[config.mk]
export PLATFORM = sky130hd
export DESIGN_NAME = fetch_unit
export DESIGN_NICKNAME = d
export VERILOG_FILES = /design/src/rtl/fetch_unit.sv
export SDC_FILE = /design/constraint.sdc
export NUM_CORES = 1
export LEC_CHECK = 0
export CAP_MARGIN = 10
export CELL_PAD_IN_SITES_DETAIL_PLACEMENT = 0
export CELL_PAD_IN_SITES_GLOBAL_PLACEMENT = 1
export CORE_ASPECT_RATIO = 1.25
export CORE_MARGIN = 1
export CORE_UTILIZATION = 47
export CTS_CLUSTER_DIAMETER = 120
export DETAILED_ROUTE_END_ITERATION = 10
export HOLD_SLACK_MARGIN = 0.08
export PLACE_DENSITY_LB_ADDON = 0.25
export SYNTH_ARGS = -nofsm -noshare
export SYNTH_HDL_FRONTEND = slang
export SYNTH_SLANG_ARGS = --single-unit
[constraint.sdc]
create_clock -name clk -period 3.33 [get_ports clk]
set_clock_uncertainty 0.2 [all_clocks]
set_input_delay 0.8325 -clock clk [delete_from_list [all_inputs] [get_ports clk]]
set_output_delay 0.8325 -clock clk [all_outputs]
set_load 0.05 [all_outputs]
[src/rtl/fetch_unit.sv]
// Fetch stage: sequential PC generation, 1-cycle synchronous imem reads, and a small
// {pc, instr} FIFO presented downstream over valid/ready, with redirect flush.
module fetch_unit #(
    parameter int unsigned           ADDR_WIDTH  = 12,
    parameter int unsigned           INSTR_WIDTH = 32,
    parameter int unsigned           DEPTH       = 4,
    parameter logic [ADDR_WIDTH-1:0] RESET_PC    = '0
) (
    input  logic                   clk,
    input  logic                   rst_n,
    input  logic                   redirect_valid,
    input  logic [ADDR_WIDTH-1:0]  redirect_pc,
    output logic                   imem_req_valid,
    output logic [ADDR_WIDTH-1:0]  imem_addr,
    input  logic [INSTR_WIDTH-1:0] imem_rdata,
    output logic                   out_valid,
    output logic [ADDR_WIDTH-1:0]  out_pc,
    output logic [INSTR_WIDTH-1:0] out_instr,
    input  logic                   out_ready
);

    localparam int unsigned PTR_W = $clog2(DEPTH);
    localparam int unsigned CNT_W = PTR_W + 1;
    localparam logic [CNT_W:0]        DEPTH_C = DEPTH[CNT_W:0];
    localparam logic [ADDR_WIDTH-1:0] PC_STEP = ADDR_WIDTH'(4);
    localparam logic [PTR_W-1:0]      PTR_ONE = PTR_W'(1);
    localparam logic [CNT_W-1:0]      CNT_ONE = CNT_W'(1);

    logic [ADDR_WIDTH-1:0]  pc_q, pc_d;
    logic [ADDR_WIDTH-1:0]  inflight_pc_q;
    logic                   inflight_q;
    logic [CNT_W-1:0]       count_q, count_d;
    logic [PTR_W-1:0]       rd_ptr_q, rd_ptr_d;
    logic [PTR_W-1:0]       wr_ptr_q, wr_ptr_d;
    logic [ADDR_WIDTH-1:0]  pc_mem    [DEPTH];
    logic [INSTR_WIDTH-1:0] instr_mem [DEPTH];

    logic           issue;
    logic           enq;
    logic           deq;
    logic [CNT_W:0] occupancy;
    logic           unused_redirect_lsb;

    assign unused_redirect_lsb = ^redirect_pc[1:0];

    // In-flight read holds a credit, so the queue can never overflow.
    assign occupancy = {1'b0, count_q} + {{CNT_W{1'b0}}, inflight_q};
    assign issue     = rst_n && !redirect_valid && (occupancy < DEPTH_C);
    assign enq       = inflight_q && !redirect_valid;

    assign imem_req_valid = issue;
    assign imem_addr      = pc_q;

    assign out_valid = (count_q != '0) && !redirect_valid;
    assign deq       = out_valid && out_ready;
    assign out_pc    = rst_n ? pc_mem[rd_ptr_q]    : '0;
    assign out_instr = rst_n ? instr_mem[rd_ptr_q] : '0;

    always_comb begin
        pc_d     = pc_q;
        count_d  = count_q;
        rd_ptr_d = rd_ptr_q;
        wr_ptr_d = wr_ptr_q;
        if (redirect_valid) begin
            pc_d     = {redirect_pc[ADDR_WIDTH-1:2], 2'b00};
            count_d  = '0;
            rd_ptr_d = '0;
            wr_ptr_d = '0;
        end else begin
            if (issue) begin
                pc_d = pc_q + PC_STEP;
            end
            if (enq) begin
                wr_ptr_d = wr_ptr_q + PTR_ONE;
            end
            if (deq) begin
                rd_ptr_d = rd_ptr_q + PTR_ONE;
            end
            unique case ({enq, deq})
                2'b10:   count_d = count_q + CNT_ONE;
                2'b01:   count_d = count_q - CNT_ONE;
                default: count_d = count_q;
            endcase
        end
    end

    always_ff @(posedge clk or negedge rst_n) begin
        if (!rst_n) begin
            pc_q          <= RESET_PC;
            inflight_q    <= 1'b0;
            inflight_pc_q <= '0;
            count_q       <= '0;
            rd_ptr_q      <= '0;
            wr_ptr_q      <= '0;
        end else begin
            pc_q       <= pc_d;
            inflight_q <= issue;
            count_q    <= count_d;
            rd_ptr_q   <= rd_ptr_d;
            wr_ptr_q   <= wr_ptr_d;
            if (issue) begin
                inflight_pc_q <= pc_q;
            end
        end
    end

    // Storage needs no reset: entries are only visible through count_q.
    always_ff @(posedge clk) begin
        if (enq) begin
            pc_mem[wr_ptr_q]    <= inflight_pc_q;
            instr_mem[wr_ptr_q] <= imem_rdata;
        end
    end

endmodule
### Word-level counts from Yosys, hierarchy flattened

Memories as Yosys holds them, arrays and structs flattened.
Index checks and enable logic that the tools add are counted.
W data, S select, Z words.

| word-level totals | value |
|---|---|
| flip-flop bits (word level) | 32 |
| logic and storage cells | 40 |
| bits of input ports | 48 |
| memories kept | 2 |
| output and inout bits | 58 |
| memory bits (writable) | 176 |

Memories:

| name | depth | width | rd ports | clocked after Yosys merged registers in | write ports | line | source |
|---|---|---|---|---|---|---|---|
| instr_mem | 4 | 32 | 1 | 0 | 1 | 36 | `logic [INSTR_WIDTH-1:0] instr_mem [DEPTH];` |
| pc_mem | 4 | 12 | 1 | 0 | 1 | 35 | `logic [ADDR_WIDTH-1:0] pc_mem [DEPTH];` |

| operators by class | value |
|---|---|
| mux-type cells | 12 |
| $lt $le $gt $ge | 1 |
| reduce and logical (&&, ||, !) cells | 11 |
| eq/ne operators | 2 |
| add/subtract/negate cells | 6 |

Operators by type and width:

| kind | count |
|---|---|
| $mux W12 | 3 |
| $mux W32 | 1 |
| $add A12 B3 Y12 const B | 1 |
| $mux W2 | 4 |
| $pmux W3 S2 | 1 |
| $reduce_bool A2 Y1 | 3 |
| $reduce_bool A3 Y1 | 2 |
| $logic_and A1 B1 Y1 | 5 |
| $add A2 B1 Y2 const B | 2 |
| $add A3 B1 Y4 | 1 |
| $lt A4 B3 Y1 const B | 1 |
| $add A3 B1 Y3 const B | 1 |
| $mux W3 | 1 |
| $sub A3 B1 Y3 const B | 1 |
| $eq A2 B1 Y1 const B | 1 |
| $eq A2 B2 Y1 const B | 1 |
| $mux W1 | 2 |
| $logic_not A1 Y1 | 1 |

### Depth between registers and ports, before layout

| logic depth | value |
|---|---|
| depth after elaboration | 6 |
| gate-level depth with buffers | 7 |
| depth with buffers taken out | 6 |

### Worst setup path before layout

No wires, ideal clock.

| timing path | value |
|---|---|
| kind | in2out |
| start point | input redirect_valid |
| end point | output out_valid |
| data arrival time | 1.894 ns |
| stages | 3 |
| path slack | 0.403 ns |
| cell sequence | clkbuf_1 clkbuf_1 nor2_1 |

| on the way | value |
|---|---|
| cells in the longest elaborated chain, start to end | 2 |

RTL lines:

| what | line | source |
|---|---|---|
| start: declaration | 11 | `input logic redirect_valid,` |
| $logic_not A1 Y1 | 54 | `assign out_valid = (count_q != '0) && !redirect_valid;` |
| $logic_and A1 B1 Y1 | 54 |  |
| end: declaration | 16 | `output logic out_valid,` |

Every way passes these cells.

### Worst setup path in the final report

| timing path | value |
|---|---|
| start point | register rd_ptr_q[0] |
| end point | output out_pc[7] |

| on the way | value |
|---|---|
| cells in the longest elaborated chain, start to end | 2 |

RTL lines:

| what | line | source |
|---|---|---|
| start: declaration | 33 | `logic [PTR_W-1:0] rd_ptr_q, rd_ptr_d;` |
| start signal: assignment | 99 | `rd_ptr_q <= rd_ptr_d;` |
| $mem_v2 Z4 W12 | -- |  |
| $mux W12 | 56 | `assign out_pc = rst_n ? pc_mem[rd_ptr_q] : '0;` |
| end: declaration | 17 | `output logic [ADDR_WIDTH-1:0] out_pc,` |

Every way passes these cells.

==> impl_metrics.csv <==
group,metric,value,unit
clock_network,cts.sinks,196,
drt,antenna_left,0,
layout,drive_above_1_share,27.68,%
worst_setup_path,path_cells,"buf_4 > mux4_2 > and2_1 > buf_12",
sta,setup_viol,0,
sta,worst_pin_slew,0.5026,ns
floorplanning,core-area,16400,µm²
worst_setup_path,crit_path_top_delay_cell,"mux4_2",
placement,portBuffers,99,
clock_network,clkLatencyLatePin,0.42,ns
clock_network,cts_tree,"yes",
sta,relSlewSlack,66.39,%
global_route,grt-ovfl-total,0,
worst_setup_path,start_kind,"flip-flop",
layout,synthToLayoutAreaGrowth,28.59,%
sta,tns,0,ns
layout,nets,584,
drt,drtIter0Drc,248,
power,ir_drop,0.0004096,V
global_route,grt_pass1_vias,4377,
logic_synthesis,ys.flop_type,"edfxtp_1",
sta,rsz0062_at_grt,"no",
logic_synthesis,ys_ff_latch,196,
layout,fillers,1182,
global_route,grt_first_pass_wirelength,23130,µm
logic_synthesis,synth_top_area_share,63.42,%
power,leakage,0.003485,µW
power,cellPowerDensity,600.9,nW/µm²
sta,slew_violations,0,
worst_setup_path,critPathKind,"reg2out",
placement,gp_congestion,0.7869,
drt,first_pass_iters,4,
drt,num_vias,4073,
clock_network,clk_pin_slew,0.07,ns
drt,drc_errors,0,
worst_setup_path,required,2.30,ns
floorplanning,die_w,118.4,µm
sta,hold_viol_final,0,
global_route,antenna_found_initial,0,
clock_network,cts_root_buf,"clkbuf_16",
clock_network,htreeDepth,4,
drt,routed_wl,14560,µm
clock_network,cts_resized,0,
sta,fin_hold_ws,0.2848,ns
logic_synthesis,syn_avg_cell_area,19.12,µm²
worst_setup_path,cp_top_family,"multiplexers",
drt,wl_per_cell,19.21,µm
floorplanning,start_util,48.52,%
sta,layout_min_cycle_time,3.179,ns
worst_setup_path,path_buf_inv,2,
floorplanning,die_h,147.5,µm
global_route,grt.total_usage,17.98,%
logic_synthesis,yosysMostFrequentCell,"edfxtp_1",
logic_synthesis,netlist_area,7955,µm²
logic_synthesis,yosysTopAreaCell,"edfxtp_1",
drt,routed_via_density,5.373,
logic_synthesis,seq_area_frac_synth,72.22,%
logic_synthesis,yosys-top-cells-area,"edfxtp_1 63%, mux4_2 12%, dfrtp_1 8.8%, and2_1 3.6%, buf_6 0.99%",
floorplanning,rows,52,
layout,num_antenna_cells,0,
worst_setup_path,max_stage_delay,0.54,ns
clock_network,cts_max_path_buffers,2,
sta,maxClockFrequency,314.6,MHz
logic_synthesis,synth_edf_count,168,
min_path,hold_class,"in2async",
logic_synthesis,yosysWarnings,0,
logic_synthesis,synth_cells,416,
worst_setup_path,arrival,2.15,ns
logic_synthesis,synth-async-reset-ratio,14.29,%
worst_setup_path,crit_fanout,11,
logic_synthesis,yosys-top-cells-count,"168 x edfxtp_1, 46 x and2_1, 42 x mux4_2",
logic_synthesis,synth.distinct_cells,43,
layout,finalCoreUtilization,62.39,%
global_route,grt_start_max_net_pins,37,
worst_setup_path,worstSetupEndpointType,"primary output",
status,status,"completed",
floorplanning,dieArea,17450,µm²
floorplanning,ioPinCount,106,
job,maxCapViolCount,0,
sta,finalCritPeriodShare,95.46,%
placement,dp_hpwl,9435,µm
clock_network,numCtsBuffers,17,
==> layer usage <==
| metal | GRT usage [%] | up-vias | part of all wire, % |
|---|---|---|---|
| li1 | - | 1852 | - |
| met3 | 4.012 | 14 | 4.1 |
| met1 | 21.77 | 2107 | 42 |
| met2 | 31.50 | 100 | 53 |
| met4 | 6.795 | 0 | 1.2 |
| met5 | 0 | - | 0 |
==> state kept, by name, indices dropped and copies added, names as in the netlist <==
| signal | flops |
|---|---|
| instr_mem | 128 |
| pc_mem | 40 |
| imem_addr | 10 |
| inflight_pc_q | 10 |
| count_q | 3 |
| rd_ptr_q | 2 |
| wr_ptr_q | 2 |
| inflight_q | 1 |
==> cell type report <==
type | instances | area [µm²] | area share [%]
clock inverter | 12 | 162.7 | 1.590
inverter | 6 | 22.52 | 0.2202
sequential | 196 | 5751 | 56.21
clock buffer | 19 | 432.9 | 4.232
timing repair buffer | 118 | 1572 | 15.36
tap | 216 | 270.3 | 2.642
multi-input combinational | 191 | 2019 | 19.74
==> final timing paths <==
kind                                endpoint  slack (ns)  cells after the start        startpoint
hold / removal                  imem_addr[3]        0.28                      2             rst_n
max in group asynchronous  inflight_pc_q[11]        1.93                      2             rst_n
setup reg to reg                  count_q[2]        1.17                      6        count_q[1]
hold reg to reg                 pc_mem[1][5]        0.32                      0  inflight_pc_q[5]
min in group clk                pc_mem[1][5]        0.32                      0  inflight_pc_q[5]
setup / recovery                   out_pc[7]        0.15                      4       rd_ptr_q[0]
==> cells in the final DEF, fill, tap and decap left out, types with 2 or more instances in the layout <==
cell type	netlist	layout
nand3_2	2	2
nor4_1	3	3
nor2_1	12	12
edfxtp_1	168	168
clkbuf_1	8	2
conb_1	1	4
clkinv_2	0	3
mux2_1	4	4
inv_1	4	4
clkinv_1	0	3
bufinv_16	0	4
nand2_1	15	15
xnor2_1	8	8
inv_2	2	2
mux2_4	4	4
clkdlybuf4s50_1	0	54
a22oi_1	2	2
and3_1	2	2
mux4_2	42	42
nor3b_1	2	2
and2_1	46	42
o311ai_2	2	2
ha_1	5	5
dfrtp_1	28	26
nor3_1	4	4
and2_2	0	4
clkbuf_16	0	17
a221o_1	5	5
a31oi_1	6	6
mux2i_1	4	4
nand3_1	3	3
o21ai_1	2	2
nor2b_1	3	3
buf_4	4	18
buf_12	0	44
==> power by group <==
group | total (µW) | switching [µW] | internal (µW)
sequential | 2910 | 112 | 2800
clock | 2050 | 813 | 1240
combinational | 1180 | 596 | 581
==> cells by family after synthesis <==
kind of cell | share of synthesized area [%]
multiplexers | 13.72
XOR/XNOR | 0.8808
adder cells (fa/ha/maj) | 1.038
other | 0.04714
flip-flops | 72.22
AO/OA/AOI/OAI | 2.564
buffers and inverters | 2.595
AND/OR/NAND/NOR | 6.936
==> stage by stage <==
step	setup slack, ns	power (µW)	instance area, µm²	std cells
floorplan	0.4031	3688	7966	419
global placement	0.3897	4132	9624	726
detailed placement	0.3485	4159	9624	726
CTS	0.08021	6210	10230	758
global route	0.006176	6364	10230	758
finish	0.1512	6147	10230	758
==> timing repair <==
action,in CTS,in global routing
endpoints found under the hold margin,5,0
buffers inserted,0,0
hold buffers,1,0
No activity file was read; power rests on OpenSTA's default activity.
